File: config.mk
export PLATFORM = sky130hd
export DESIGN_NAME = conv_mac_unit
export DESIGN_NICKNAME = d
export VERILOG_FILES = /design/src/rtl/conv_mac_pkg.sv /design/src/rtl/conv_mac_unit_seq_multiplier.sv /design/src/rtl/conv_mac_unit.sv
export SDC_FILE = /design/constraint.sdc
export NUM_CORES = 1
export LEC_CHECK = 0
export ABC_CLOCK_PERIOD_IN_PS = 3500
export CELL_PAD_IN_SITES_DETAIL_PLACEMENT = 0
export CELL_PAD_IN_SITES_GLOBAL_PLACEMENT = 1
export CORE_ASPECT_RATIO = 1.1
export CORE_MARGIN = 2
export CORE_UTILIZATION = 40
export CTS_CLUSTER_SIZE = 24
export DETAILED_ROUTE_END_ITERATION = 8
export PLACE_DENSITY_LB_ADDON = 0.1
export REMOVE_ABC_BUFFERS = 1
export SKIP_CTS_REPAIR_TIMING = 1
export SLEW_MARGIN = 20
export SYNTH_ARGS = -nofsm -noshare
export SYNTH_HDL_FRONTEND = slang
export SYNTH_HIERARCHICAL = 1
export SYNTH_SLANG_ARGS = --single-unit
File: constraint.sdc
create_clock -name clock -period 3.5 [get_ports clock]
set_input_delay 1.05 -clock clock [delete_from_list [all_inputs] [get_ports clock]]
set_output_delay 1.05 -clock clock [all_outputs]
set_load 0.02 [all_outputs]
File: src/rtl/conv_mac_pkg.sv
// Shared definitions for the convolution MAC execute stage.
// Holds default widths, opcode encodings and the control FSM state encoding.
package conv_mac_pkg;

    localparam int unsigned WIDTH_DEF      = 32;
    localparam int unsigned REG_ADDR_W_DEF = 5;

    typedef enum logic [1:0] {
        OP_MAC   = 2'b00,
        OP_MUL   = 2'b01,
        OP_LDACC = 2'b10,
        OP_RDACC = 2'b11
    } op_e;

    typedef enum logic [2:0] {
        StIdle = 3'd0,
        StMul  = 3'd1,
        StAcc  = 3'd2,
        StWb   = 3'd3,
        StLd   = 3'd4
    } state_e;

endpackage

File: src/rtl/conv_mac_unit_seq_multiplier.sv
// Radix-2 shift-add multiplier, one multiplier bit per clock, LSB first.
// Ports:
//   clock, reset      - rising-edge clock, synchronous active-high reset
//   start             - load operands, clear product and bit counter
//   multiplicand      - operand shifted left each step
//   multiplier        - operand whose bits are consumed LSB first
//   product           - low WIDTH bits of multiplicand*multiplier
//   valid             - high during the final step; product is final after that edge
module seq_multiplier #(
    parameter int unsigned WIDTH = 32
) (
    input  logic             clock,
    input  logic             reset,
    input  logic             start,
    input  logic [WIDTH-1:0] multiplicand,
    input  logic [WIDTH-1:0] multiplier,
    output logic [WIDTH-1:0] product,
    output logic             valid
);

    localparam int unsigned CntW = $clog2(WIDTH);
    localparam logic [CntW-1:0] LastCnt = CntW'(WIDTH - 1);

    logic [WIDTH-1:0] mcand_q;
    logic [WIDTH-1:0] mplier_q;
    logic [WIDTH-1:0] product_q;
    logic [CntW-1:0]  count_q;
    logic             running_q;

    always_ff @(posedge clock) begin
        if (reset) begin
            mcand_q   <= '0;
            mplier_q  <= '0;
            product_q <= '0;
            count_q   <= '0;
            running_q <= 1'b0;
        end else if (start) begin
            mcand_q   <= multiplicand;
            mplier_q  <= multiplier;
            product_q <= '0;
            count_q   <= '0;
            running_q <= 1'b1;
        end else if (running_q) begin
            // Modular add: bits shifted past WIDTH fall off, giving the low half only.
            if (mplier_q[0]) begin
                product_q <= product_q + mcand_q;
            end
            mcand_q  <= mcand_q << 1;
            mplier_q <= mplier_q >> 1;
            count_q  <= count_q + 1'b1;
            if (count_q == LastCnt) begin
                running_q <= 1'b0;
            end
        end
    end

    assign product = product_q;
    assign valid   = running_q && (count_q == LastCnt);

endmodule

File: src/rtl/conv_mac_unit.sv
// Multi-cycle multiply-accumulate execute stage for the convolution datapath.
// Operands come from the register-file read ports; results go back through the
// write port. One internal accumulator holds running convolution sums.
// Ports:
//   clock, reset            - rising-edge clock, synchronous active-high reset
//   start, op               - request and opcode (MAC/MUL/LDACC/RDACC), sampled in IDLE
//   operand_a, operand_b    - rs1/rs2 values
//   rd_in                   - destination register number
//   busy                    - high whenever not IDLE
//   done                    - one-cycle completion pulse
//   write_reg, write_data, regwrite - register-file write port
//   acc_out                 - registered accumulator, for debug
module conv_mac_unit
    import conv_mac_pkg::*;
#(
    parameter int unsigned WIDTH      = WIDTH_DEF,
    parameter int unsigned REG_ADDR_W = REG_ADDR_W_DEF
) (
    input  logic                  clock,
    input  logic                  reset,
    input  logic                  start,
    input  logic [1:0]            op,
    input  logic [WIDTH-1:0]      operand_a,
    input  logic [WIDTH-1:0]      operand_b,
    input  logic [REG_ADDR_W-1:0] rd_in,
    output logic                  busy,
    output logic                  done,
    output logic [REG_ADDR_W-1:0] write_reg,
    output logic [WIDTH-1:0]      write_data,
    output logic                  regwrite,
    output logic [WIDTH-1:0]      acc_out
);

    state_e                state_q;
    op_e                   op_q;
    logic [WIDTH-1:0]      a_q;
    logic [REG_ADDR_W-1:0] rd_q;
    logic [WIDTH-1:0]      acc_q;

    logic [WIDTH-1:0]      product;
    logic                  mul_valid;
    logic                  mul_start;

    // Multiplier loads its operands on the same edge the FSM enters StMul.
    assign mul_start = (state_q == StIdle) && start &&
                       ((op_e'(op) == OP_MAC) || (op_e'(op) == OP_MUL));

    seq_multiplier #(
        .WIDTH(WIDTH)
    ) u_mul (
        .clock        (clock),
        .reset        (reset),
        .start        (mul_start),
        .multiplicand (operand_a),
        .multiplier   (operand_b),
        .product      (product),
        .valid        (mul_valid)
    );

    // done/regwrite/write_* are registered on the edge entering WB or LD so they
    // are valid for exactly that one cycle.
    always_ff @(posedge clock) begin
        if (reset) begin
            state_q    <= StIdle;
            op_q       <= OP_MAC;
            a_q        <= '0;
            rd_q       <= '0;
            acc_q      <= '0;
            done       <= 1'b0;
            regwrite   <= 1'b0;
            write_reg  <= '0;
            write_data <= '0;
        end else begin
            done     <= 1'b0;
            regwrite <= 1'b0;
            unique case (state_q)
                StIdle: begin
                    if (start) begin
                        op_q <= op_e'(op);
                        a_q  <= operand_a;
                        rd_q <= rd_in;
                        unique case (op_e'(op))
                            OP_MAC, OP_MUL: state_q <= StMul;
                            OP_LDACC: begin
                                done    <= 1'b1;
                                state_q <= StLd;
                            end
                            OP_RDACC: begin
                                write_reg  <= rd_in;
                                write_data <= acc_q;
                                regwrite   <= (rd_in != '0);
                                done       <= 1'b1;
                                state_q    <= StWb;
                            end
                        endcase
                    end
                end
                StMul: begin
                    if (mul_valid) begin
                        state_q <= StAcc;
                    end
                end
                StAcc: begin
                    if (op_q == OP_MAC) begin
                        acc_q      <= acc_q + product;
                        write_data <= acc_q + product;
                    end else begin
                        write_data <= product;
                    end
                    write_reg <= rd_q;
                    regwrite  <= (rd_q != '0);
                    done      <= 1'b1;
                    state_q   <= StWb;
                end
                StWb: state_q <= StIdle;
                StLd: begin
                    acc_q   <= a_q;
                    state_q <= StIdle;
                end
                default: state_q <= StIdle;
            endcase
        end
    end

    assign busy    = (state_q != StIdle);
    assign acc_out = acc_q;

endmodule

== Word-level counts from Yosys, hierarchy flattened ==
Index checks and enable logic that the tools add are counted.
Word-level totals
  flip-flop bits (word level): 215
  input bits: 74
  output and inout bits: 72
  logic and storage cells: 75
Cells by class
  add/subtract/negate cells: 3
  equal/unequal tests: 11
  multiplexer cells: 26
  reductions and logical operators: 21
Operators by type and width (number)
  32-bit 2-to-1 mux: 8
  32-bit case mux with 2 select lines: 2
  32-bit adder: 2
  3-bit case mux with 3 select lines: 2
  5-bit 2-to-1 mux: 2
  5-bit case mux with 2 select lines: 1
  5-bit nonzero test: 2
  2-bit AND reduction: 4
  1-bit 2-to-1 mux: 7
  3-bit 2-to-1 mux: 2
  2-bit inequality test (second input constant): 3
  2-bit nonzero test: 3
  2-bit OR reduction: 3
  5-bit by 1-bit adder with 5-bit output (second input constant): 1
  5-bit == test (second input constant): 1
  2-bit == test (second input constant): 2
  2-bit logical NOT: 2
  1-bit case mux with 2 select lines: 2
  3-bit by 1-bit == test with 1-bit output (second input constant): 1
  3-bit by 2-bit == test with 1-bit output (second input constant): 1
  3-bit == test (second input constant): 1
  1-bit logical AND: 3
  3-bit logical NOT: 1
  3-bit AND reduction: 1
  other kinds (4): 4

== Longest topological paths before layout ==
Gate-level depths: netlist (run 1).
  word-level depth: 5
  depth in mapped cells: 13
  mapped depth without buffers: 10

== By module ==
Netlist (run 1), hierarchy kept.
Modules (own cells, without submodules)
  conv_mac_unit: instances 1, cells each 869, area an instance 6477.5 µm², sequential area each 2262.2 µm²
  seq_multiplier: instances 1, cells each 744, area an instance 5891.9 µm², sequential area each 2042.0 µm²

== Worst setup path before layout (run 1) ==
OpenSTA, ideal clock, no wires.
  kind: input port to flip-flop
  start point: input port start
  end point: register u_mul.product_q[15], in the netlist u_mul/product[15]
  library setup time: 106 ps
  arrival: 2545 ps
  required time: 3394 ps
  path slack: 849 ps
  stages: 9
  path buffers: 3
  path through: nand2_1 > clkbuf_1 > nor2_1 > clkbuf_1 > or2_2 > clkbuf_1 > nor2_1 > a21oi_1 > o311ai_0
On the way
  word-level cells in the longest chain between the ends: 3
RTL lines
  start: declaration: line conv_mac_unit.sv:21  | input logic start,
  1-bit logical AND (2 in a row): line conv_mac_unit.sv:45  | assign mul_start = (state_q == StIdle) && start &&
  via mul_start: line conv_mac_unit.sv:42  | logic mul_start;
  2-bit OR reduction (no source line)
  end signal: assignment: line conv_mac_unit_seq_multiplier.sv:46  | product_q <= product_q + mcand_q;
  end: declaration: line conv_mac_unit_seq_multiplier.sv:26  | logic [WIDTH-1:0] product_q;
The timed path passes the listed nets, and every way through them passes these cells.
A chain may end at the register's enable or synchronous reset.

== Worst setup path in the final report (run 1) ==
  start point: register state_q[0]
  end point: output port busy
On the way
  word-level cells in the longest chain between the ends: 1
RTL lines
  start: declaration: line conv_mac_unit.sv:34  | state_e state_q;
  start signal: assignment: line conv_mac_unit.sv:64  | state_q <= StIdle;
  start signal: assignment: line conv_mac_unit.sv:83  | OP_MAC, OP_MUL: state_q <= StMul;
  start signal: assignment: line conv_mac_unit.sv:86  | state_q <= StLd;
  3-bit nonzero test: line conv_mac_unit.sv:125  | assign busy = (state_q != StIdle);
  end: declaration: line conv_mac_unit.sv:26  | output logic busy,
Every way passes these cells.

==> run summary, run 1 <==
The area fraction in compound gates after synthesis came out at 0.235. The footprint of the multi-input gates came out at 7600 um^2. The final route contains 11800 vias. The internal power contribution came out at 4.57 mW. The ratio of final minimum period to clock period came out at 0.893. The clock slew at the register clock pins of the worst setup and hold paths came out at 0.06 ns. The synthesis-stage register bit count is 215.

The number of buffer cells added on primary ports is 145. The final instance count without filler cells is 2138. Clock tree synthesis selected as its root buffer the cell sky130_fd_sc_hd__clkbuf_16. STA classifies the critical path endpoint as an output port. The relative area change from synthesis to final layout is 21.9%. Of the total synthesized cell area, the portion taken by XOR and XNOR cells is 0.0333. In the routed layout, each cell is associated on average with a via count of 5.50. The post-synthesis share of cell area spent on and, or, nand and nor gates came out at 0.221. The first global-routing pass estimated 60800 um of wire. The adder-cell share of the synthesized area is 0.0680.

The final layout contains 1848 nets. Measured along the y axis, the die boundary spans 188 um. For this run, the total global-route usage over all layers was measured as 0.235. The critical path is of the flip-flop to output port type. The via count of the first global-routing pass is 11100. The maximum clock frequency came out at 320 MHz. The number of optimization iterations in the first detailed-route pass came out at 5. The wire length per cell came out at 18.0 um. The remaining antenna violation count is 0. The met1 usage in global routing came out at 0.330. The fraction of layout instances using a drive strength above 1 came out at 0.0603.

The TritonCTS buffer count is 26. The global routing met2 resource utilization came out at 0.384. The arrival time of data at the critical path endpoint is 2.07 ns. Summed over all layers, the global routing overflow is 0. 0 antenna diodes ended up in the layout. The path category of the worst min-delay check is flip-flop to flip-flop.

In this run, synthesis inferred 0 flip-flops with an integrated enable. The power per cell area came out at 417 nW/um^2. The routed wire length is 38500 um. The area share of the largest cell type after synthesis came out at 0.348. The worst-skew pair later-pin latency is 0.54 ns. Setup violations remaining at the end of the flow were counted as 0.

The number of I/O pins came out at 146. The total of max-cap violations came out at 0. In this run the worst path has a maximum fanout of 6. Clock tree synthesis found a total of 215 sinks. The most used flip-flop cell after synthesis is sky130_fd_sc_hd__dfxtp_1. The post-synthesis sequential area ratio came out at 0.348. The total DRC errors in the routed layout is 0. The area enclosed by the die boundary came out at 32300 um^2. The placer congestion estimate is 0.918.

The sequential standard cell area came out at 4310 um^2. The total of warnings raised by yosys came out at 6. After synthesis, the largest family of logic cells by area is compound AO/OA/AOI/OAI gates. The synthesized area divided by synthesized cell count is 7.67 um^2. In this run the cell area measured after placement is 14200 um^2. The worst endpoint required time is 2.45 ns.

The synthesized netlist cell count is 1613. The flow ran to the end, and the final reports show no timing, DRC or antenna violations. In the post-synthesis netlist, the biggest area contributors are sky130_fd_sc_hd__dfxtp_1 (35%), sky130_fd_sc_hd__a21oi_1 (9.8%), sky130_fd_sc_hd__nand2_1 (7.6%). The post-detailed-placement half-perimeter wirelength came out at 28000 um. The final-report hold violation count is 0.

For this configuration, the core starts out at a cell density of 0.406. The number of unique standard cell types used by synthesis is 74. The part of the power in registers is 0.423.

The worst vdd rail ir drop came out at 343 uV. The placeable core area is 30400 um^2. The buffer depth of the longest clock path is 3.

For this run, global-route usage on met3 was measured as 0.0260. Of the total power, the clock network draws 0.426. The share of total power dissipated in combinational logic is 0.151. TritonCTS built the clock tree. The max-slew violation count is 0. The largest clock skew in the final design came out at 0.0220 ns. Setup repair after global routing left no endpoint under its margin. The normalized max-slew margin came out at 0.522. The fill cell instance count of the final layout is 3086. After synthesis, the most frequently instantiated cells are sky130_fd_sc_hd__nand2_1 (249), sky130_fd_sc_hd__a21oi_1 (242), sky130_fd_sc_hd__nor2_1 (221). The number of standard-cell rows in the floorplan came out at 67. The horizontal die dimension is 172 um. The detailed router's first-iteration violation count is 747.

The standby leakage power came out at 5.93 nW. By instance count, the leading cell after synthesis is sky130_fd_sc_hd__nand2_1. The cell area after technology mapping came out at 12400 um^2.

At the pin with the least slew margin, the transition time is 0.716 ns. The mux share of post-synthesis cell area is 0.0558. The maximum number of pins on one net before global-route repair came out at 94. The worst path in the final design needs a cycle of 3.12 ns, including I/O delays and setup. The number of placed instances, taps included, is 2094. The post-route standard cell area excluding fillers is 15100 um^2. The switching share of power is 0.274. The synthesized design spends more area on one cell type than any other, namely sky130_fd_sc_hd__dfxtp_1. The worst setup path is launched from a flip-flop. The total negative setup slack is 0 ns. The initial antenna violation count is 0. met2 is the most crowded layer. The async set-reset flop share out of synthesis is 0. The switching power came out at 1.72 mW. In this run the number of H-tree levels came out at 1.
## kinds of logic after synthesis
group / after synthesis
AO/OA/AOI/OAI: 462
XOR/XNOR: 47
adder cells (fa/ha/maj): 66
buffers and inverters: 126
flip-flops: 215
multiplexers: 69
AND/OR/NAND/NOR: 628
## final cells by class
type,count,area share
repair buffers,178,0.116
clock buffers,37,0.0492
inverters,15,0.00373
multi-input cells,1272,0.504
flip-flops and latches,215,0.286
well taps,414,0.0344
clock inverters,7,0.00689
## placed cells by master, fill, tap and decap left out, types with 6 or more instances in the layout
master / count
sky130_fd_sc_hd__nand2_1: 249
sky130_fd_sc_hd__a21oi_1: 242
sky130_fd_sc_hd__nor2_1: 219
sky130_fd_sc_hd__dfxtp_1: 214
sky130_fd_sc_hd__clkdlybuf4s50_1: 144
sky130_fd_sc_hd__mux2i_1: 69
sky130_fd_sc_hd__ha_1: 64
sky130_fd_sc_hd__nand3_1: 38
sky130_fd_sc_hd__o21ai_0: 38
sky130_fd_sc_hd__a21o_1: 37
sky130_fd_sc_hd__xnor2_1: 31
sky130_fd_sc_hd__buf_4: 29
sky130_fd_sc_hd__and3_1: 26
sky130_fd_sc_hd__clkbuf_16: 26
sky130_fd_sc_hd__a31oi_1: 25
sky130_fd_sc_hd__a311oi_1: 24
sky130_fd_sc_hd__nor3_1: 23
sky130_fd_sc_hd__a22oi_1: 17
sky130_fd_sc_hd__xor2_1: 16
sky130_fd_sc_hd__inv_1: 15
sky130_fd_sc_hd__nand4_1: 14
sky130_fd_sc_hd__and2_1: 8
sky130_fd_sc_hd__a211oi_1: 8
sky130_fd_sc_hd__o22ai_1: 7
sky130_fd_sc_hd__o21bai_1: 7
sky130_fd_sc_hd__nor4_1: 7
sky130_fd_sc_hd__o211ai_1: 7
sky130_fd_sc_hd__or3_1: 7
sky130_fd_sc_hd__clkbuf_1: 6
## through the flow
stage               hold slack [ns]  worst slack [ns]   util  total power [mW]
finish                        0.458             0.376  0.495              6.29
global route                  0.477             0.172  0.495              6.57
CTS                           0.456             0.357  0.495              6.36
detailed placement            0.447             0.421  0.468              3.67
global placement              0.443             0.462  0.468              3.66
floorplan                     0.431             -3.73      -              3.23
## critical path, stage by stage (launching register included)
cell                              delay, ns
sky130_fd_sc_hd__dfxtp_1               0.36
sky130_fd_sc_hd__or2_2                 0.40
sky130_fd_sc_hd__nor2_1                0.18
sky130_fd_sc_hd__inv_1                 0.06
sky130_fd_sc_hd__clkdlybuf4s50_1       0.53
## metal layers
layer	routed length, um	vias up
met5	0	-
met4	801	0
met3	1710	51
met2	17500	268
met1	18500	5510
li1	-	5934
## power groups by stage
stage,combinational [mW],clock (mW),sequential [mW]
2_1_floorplan,0.467,0,2.76
3_3_place_gp,0.943,0,2.71
3_5_place_dp,0.951,0,2.72
4_1_cts,0.954,2.75,2.66
5_1_grt,1.05,2.85,2.68
6_report,0.948,2.68,2.66
## path summary, 6_finish.rpt
path,slack (ns),depth (start not counted),start,to
setup / recovery,0.38,4,state_q[0]$_SDFFE_PP0P_,busy
setup reg to reg,0.45,10,u_mul/product[0]$_SDFFE_PP0P_,write_data[22]$_SDFFE_PP0P_
hold reg to reg,0.46,2,write_data[0]$_SDFFE_PP0P_,write_data[0]$_SDFFE_PP0P_
hold / removal,0.46,2,write_data[0]$_SDFFE_PP0P_,write_data[0]$_SDFFE_PP0P_
Note: power is estimated with default switching activity, not from simulation.
==> run 2: changes to the inputs <==
--- a/config.mk
+++ b/config.mk
@@ -5,7 +5,7 @@
 export SDC_FILE = /design/constraint.sdc
 export NUM_CORES = 1
 export LEC_CHECK = 0
-export ABC_CLOCK_PERIOD_IN_PS = 3500
+export ABC_CLOCK_PERIOD_IN_PS = 4059
 export CELL_PAD_IN_SITES_DETAIL_PLACEMENT = 0
 export CELL_PAD_IN_SITES_GLOBAL_PLACEMENT = 1
 export CORE_ASPECT_RATIO = 1.1
@@ -14,7 +14,7 @@
 export CTS_CLUSTER_SIZE = 24
 export DETAILED_ROUTE_END_ITERATION = 8
 export PLACE_DENSITY_LB_ADDON = 0.1
-export REMOVE_ABC_BUFFERS = 1
+export SETUP_SLACK_MARGIN = 0.2
 export SKIP_CTS_REPAIR_TIMING = 1
 export SLEW_MARGIN = 20
 export SYNTH_ARGS = -nofsm -noshare
==> constraint.sdc (replaced) <==
create_clock -name clock -period 4.06 [get_ports clock]
set_input_delay 1.218 -clock clock [delete_from_list [all_inputs] [get_ports clock]]
set_output_delay 1.218 -clock clock [all_outputs]
set_load 0.02 [all_outputs]
==> run summary, run 2 (synthesis results as in run 1) <==
CP cell instances: or2_2 > nor2_1 > inv_1 > clkdlybuf4s50_1 (unchanged). The total negative setup slack came out at 0 ns (unchanged). The path category of the worst min-delay check was flip-flop to flip-flop (unchanged). The post-detailed-placement half-perimeter wirelength is 28000 um (about the same).

The wire length of the first global-routing pass is 60700 um (was 60800 um). The worst setup slack for register-to-register paths came out at 0.95 ns (was 0.45 ns). Unrepaired setup endpoints after global routing: false (unchanged). The footprint of the multi-input gates came to 7600 um^2 (unchanged). The placeable core area came out at 30400 um^2 (unchanged). The placement-stage cell area was 14100 um^2 (was 14200 um^2). The worst endpoint required time came out at 2.84 ns (was 2.45 ns). The fraction of layout instances using a drive strength above 1 is 0.0565 (was 0.0603). The total power of the final layout came to 5.29 mW (was 6.29 mW). Leading cell types in the layout, fill and taps excluded: sky130_fd_sc_hd__nand2_1 (249), sky130_fd_sc_hd__a21oi_1 (242), sky130_fd_sc_hd__nor2_1 (219), sky130_fd_sc_hd__dfxtp_1 (214), sky130_fd_sc_hd__clkdlybuf4s50_1 (144) (unchanged). The synthesized netlist net count is 1753. The global routing met2 resource utilization was 0.373 (was 0.384). The number of optimization iterations in the first detailed-route pass came out at 5 (unchanged). The standby leakage power is 5.84 nW (was 5.93 nW). The sequential standard cell area came out at 4310 um^2 (unchanged). The via count normalized by instance count came out at 5.54 (was 5.50). The horizontal die dimension came to 172 um (unchanged). The met3 track demand over resource in global routing came out at 0.0344 (was 0.0260).

The fill cell instance count of the final layout is 3064 (was 3086). The count of cells along the worst hold path came out at 2 (unchanged). The vias after detailed routing is 11800 (about the same).

The normalized max-slew margin came out at 0.437 (was 0.522). The overall global routing resource usage came out at 0.237 (was 0.235). The via count of the first global-routing pass came out at 11000 (was 11100). The ratio of final minimum period to clock period came out at 0.804. Result of the run: complete, no violations (unchanged).

The TritonCTS buffer count is 25 (was 26). The startpoint-to-endpoint class of the critical path is flip-flop to output port (unchanged). The total inserted antenna cells is 0 (unchanged). The destination of the worst hold path was a_q[10]$_SDFFE_PP0P_ (was write_data[0]$_SDFFE_PP0P_). The H-tree depth reported by CTS came to 1 (unchanged).

The launch point of the worst reg-to-reg path is acc_out[0]$_SDFFE_PP0P_ (was u_mul/product[0]$_SDFFE_PP0P_). The highest-delay cell along the critical path is sky130_fd_sc_hd__clkdlybuf4s50_1 (unchanged). The leading cell type in the layout, fill and taps excluded is sky130_fd_sc_hd__nand2_1 (unchanged). The worst vdd rail ir drop came out at 231 uV (was 343 uV). The detailed router's first-iteration violation count is 778 (was 747). The remaining antenna violation count was 0 (unchanged). For this run, the top clock speed supported by timing is 306 MHz. The area enclosed by the die boundary came out at 32300 um^2 (unchanged). The largest clock skew in the final design came out at 0.0256 ns (was 0.0220 ns). The terminus of the critical flop-to-flop path is write_data[30]$_SDFFE_PP0P_ (was write_data[22]$_SDFFE_PP0P_). The buffer depth of the longest clock path came out at 3 (unchanged). The net total in the final layout came out at 1838 (was 1848).

The met1 usage in global routing came out at 0.341 (was 0.330). The routed wire length came out at 39100 um (was 38500 um). The max-slew violation count came to 0 (unchanged). The worst-skew pair later-pin latency is 0.54 ns (about the same). The critical path launch point type is a flip-flop (unchanged). The most congested layer reported by global routing is met2 (unchanged). The time the final worst path needs with I/O delays and setup is 3.26 ns. The worst-margin pin slew is 0.844 ns (was 0.716 ns). The total of max-cap violations was 0 (unchanged). The effective utilization at floorplan came to 0.406 (unchanged). The nature of the critical path endpoint is an output port (unchanged). The number of standard-cell rows in the floorplan came out at 67 (unchanged).

The total DRC errors in the routed layout came out at 0 (unchanged). The wire length per cell is 18.4 um (was 18.0 um). The remaining global-route overflow came out at 0 (unchanged). The number of clock sinks was 215 (unchanged). The number of I/O pins came out at 146 (unchanged).

The maximum cell stage delay along the critical path came out at 0.53 ns (about the same). The maximum number of pins on one net before global-route repair came out at 90 (was 94). The CTS tree is yes (unchanged).

The path depth of the worst reg2reg path came out at 10 (unchanged). The core utilization of the finished layout was 0.490 (was 0.495). The relative area change from synthesis to final layout is 20.5% (was 21.9%). The placer congestion estimate is 0.881 (was 0.918). The vertical die dimension is 188 um (unchanged). The maximum fanout encountered on the critical timing path came out at 6 (unchanged). The arrival time of data at the critical path endpoint came to 2.05 ns (was 2.07 ns). The clock slew at the register clock pins of the worst setup and hold paths came out at 0.06 ns (about the same). The buffer cell driving the clock tree root is sky130_fd_sc_hd__clkbuf_16 (unchanged).

The post-route standard cell area excluding fillers came out at 14900 um^2 (was 15100 um^2). The initial antenna violation count came out at 0 (unchanged). The worst min-delay path startpoint is a_q[10]$_SDFFE_PP0P_ (was write_data[0]$_SDFFE_PP0P_). The power per cell area came out at 355 nW/um^2 (was 417 nW/um^2). The final-report hold violation count is 0 (unchanged). The total of endpoints with negative setup slack in the final report is 0 (unchanged). The number of buffer cells added on primary ports was 145 (unchanged).
## run 2: worst max-delay path: cells and delay by family, from the launching register on
kind	cells	cell delay (ns)
flops	1	0.37
buf+inv	2	0.59
simple gates	2	0.56
## run 2: per-stage QoR
| step | std cells | hold slack, ns | worst slack, ns |
|---|---|---|---|
| 2_1_floorplan | 1613 | 0.437 | 1.24 |
| 3_3_place_gp | 2085 | 0.445 | 0.717 |
| 3_5_place_dp | 2085 | 0.449 | 0.677 |
| 4_1_cts | 2130 | 0.458 | 0.770 |
| 5_1_grt | 2130 | 0.473 | 0.698 |
| 6_report | 2130 | 0.456 | 0.795 |
## run 2: cell type report
class / instances / area share
clock buffer: 34 / 0.0469
clock inverter: 11 / 0.00629
inverter: 15 / 0.00378
multi-input combinational: 1272 / 0.510
sequential: 215 / 0.289
tap: 414 / 0.0347
timing repair buffer: 169 / 0.110
## run 2: worst max path at each step
stage | startpoint | cells after the start | end | slack (ns)
floorplan | start | 9 | u_mul/product[15]$_SDFFE_PP0P_ | 1.24
global placement | op[1] | 6 | u_mul/product[15]$_SDFFE_PP0P_ | 0.72
detailed placement | op[1] | 6 | u_mul/product[15]$_SDFFE_PP0P_ | 0.68
CTS | state_q[0]$_SDFFE_PP0P_ | 4 | busy | 0.77
global route | state_q[0]$_SDFFE_PP0P_ | 4 | busy | 0.70
finish | state_q[0]$_SDFFE_PP0P_ | 4 | busy | 0.80
## run 2: per-layer routing
layer / wire length [um] / share of wire / vias to the layer above
met5: 0 / 0 / -
met4: 669 / 0.017 / 0
met3: 2270 / 0.058 / 47
met2: 17500 / 0.45 / 309
met1: 18700 / 0.48 / 5543
li1: - / - / 5906
## run 2: where the power goes
group,internal (mW),total [mW],switching (mW)
logic,0.309,0.782,0.474
clock network,1.27,2.19,0.922
registers,2.22,2.31,0.0900
total,3.80,5.29,1.49
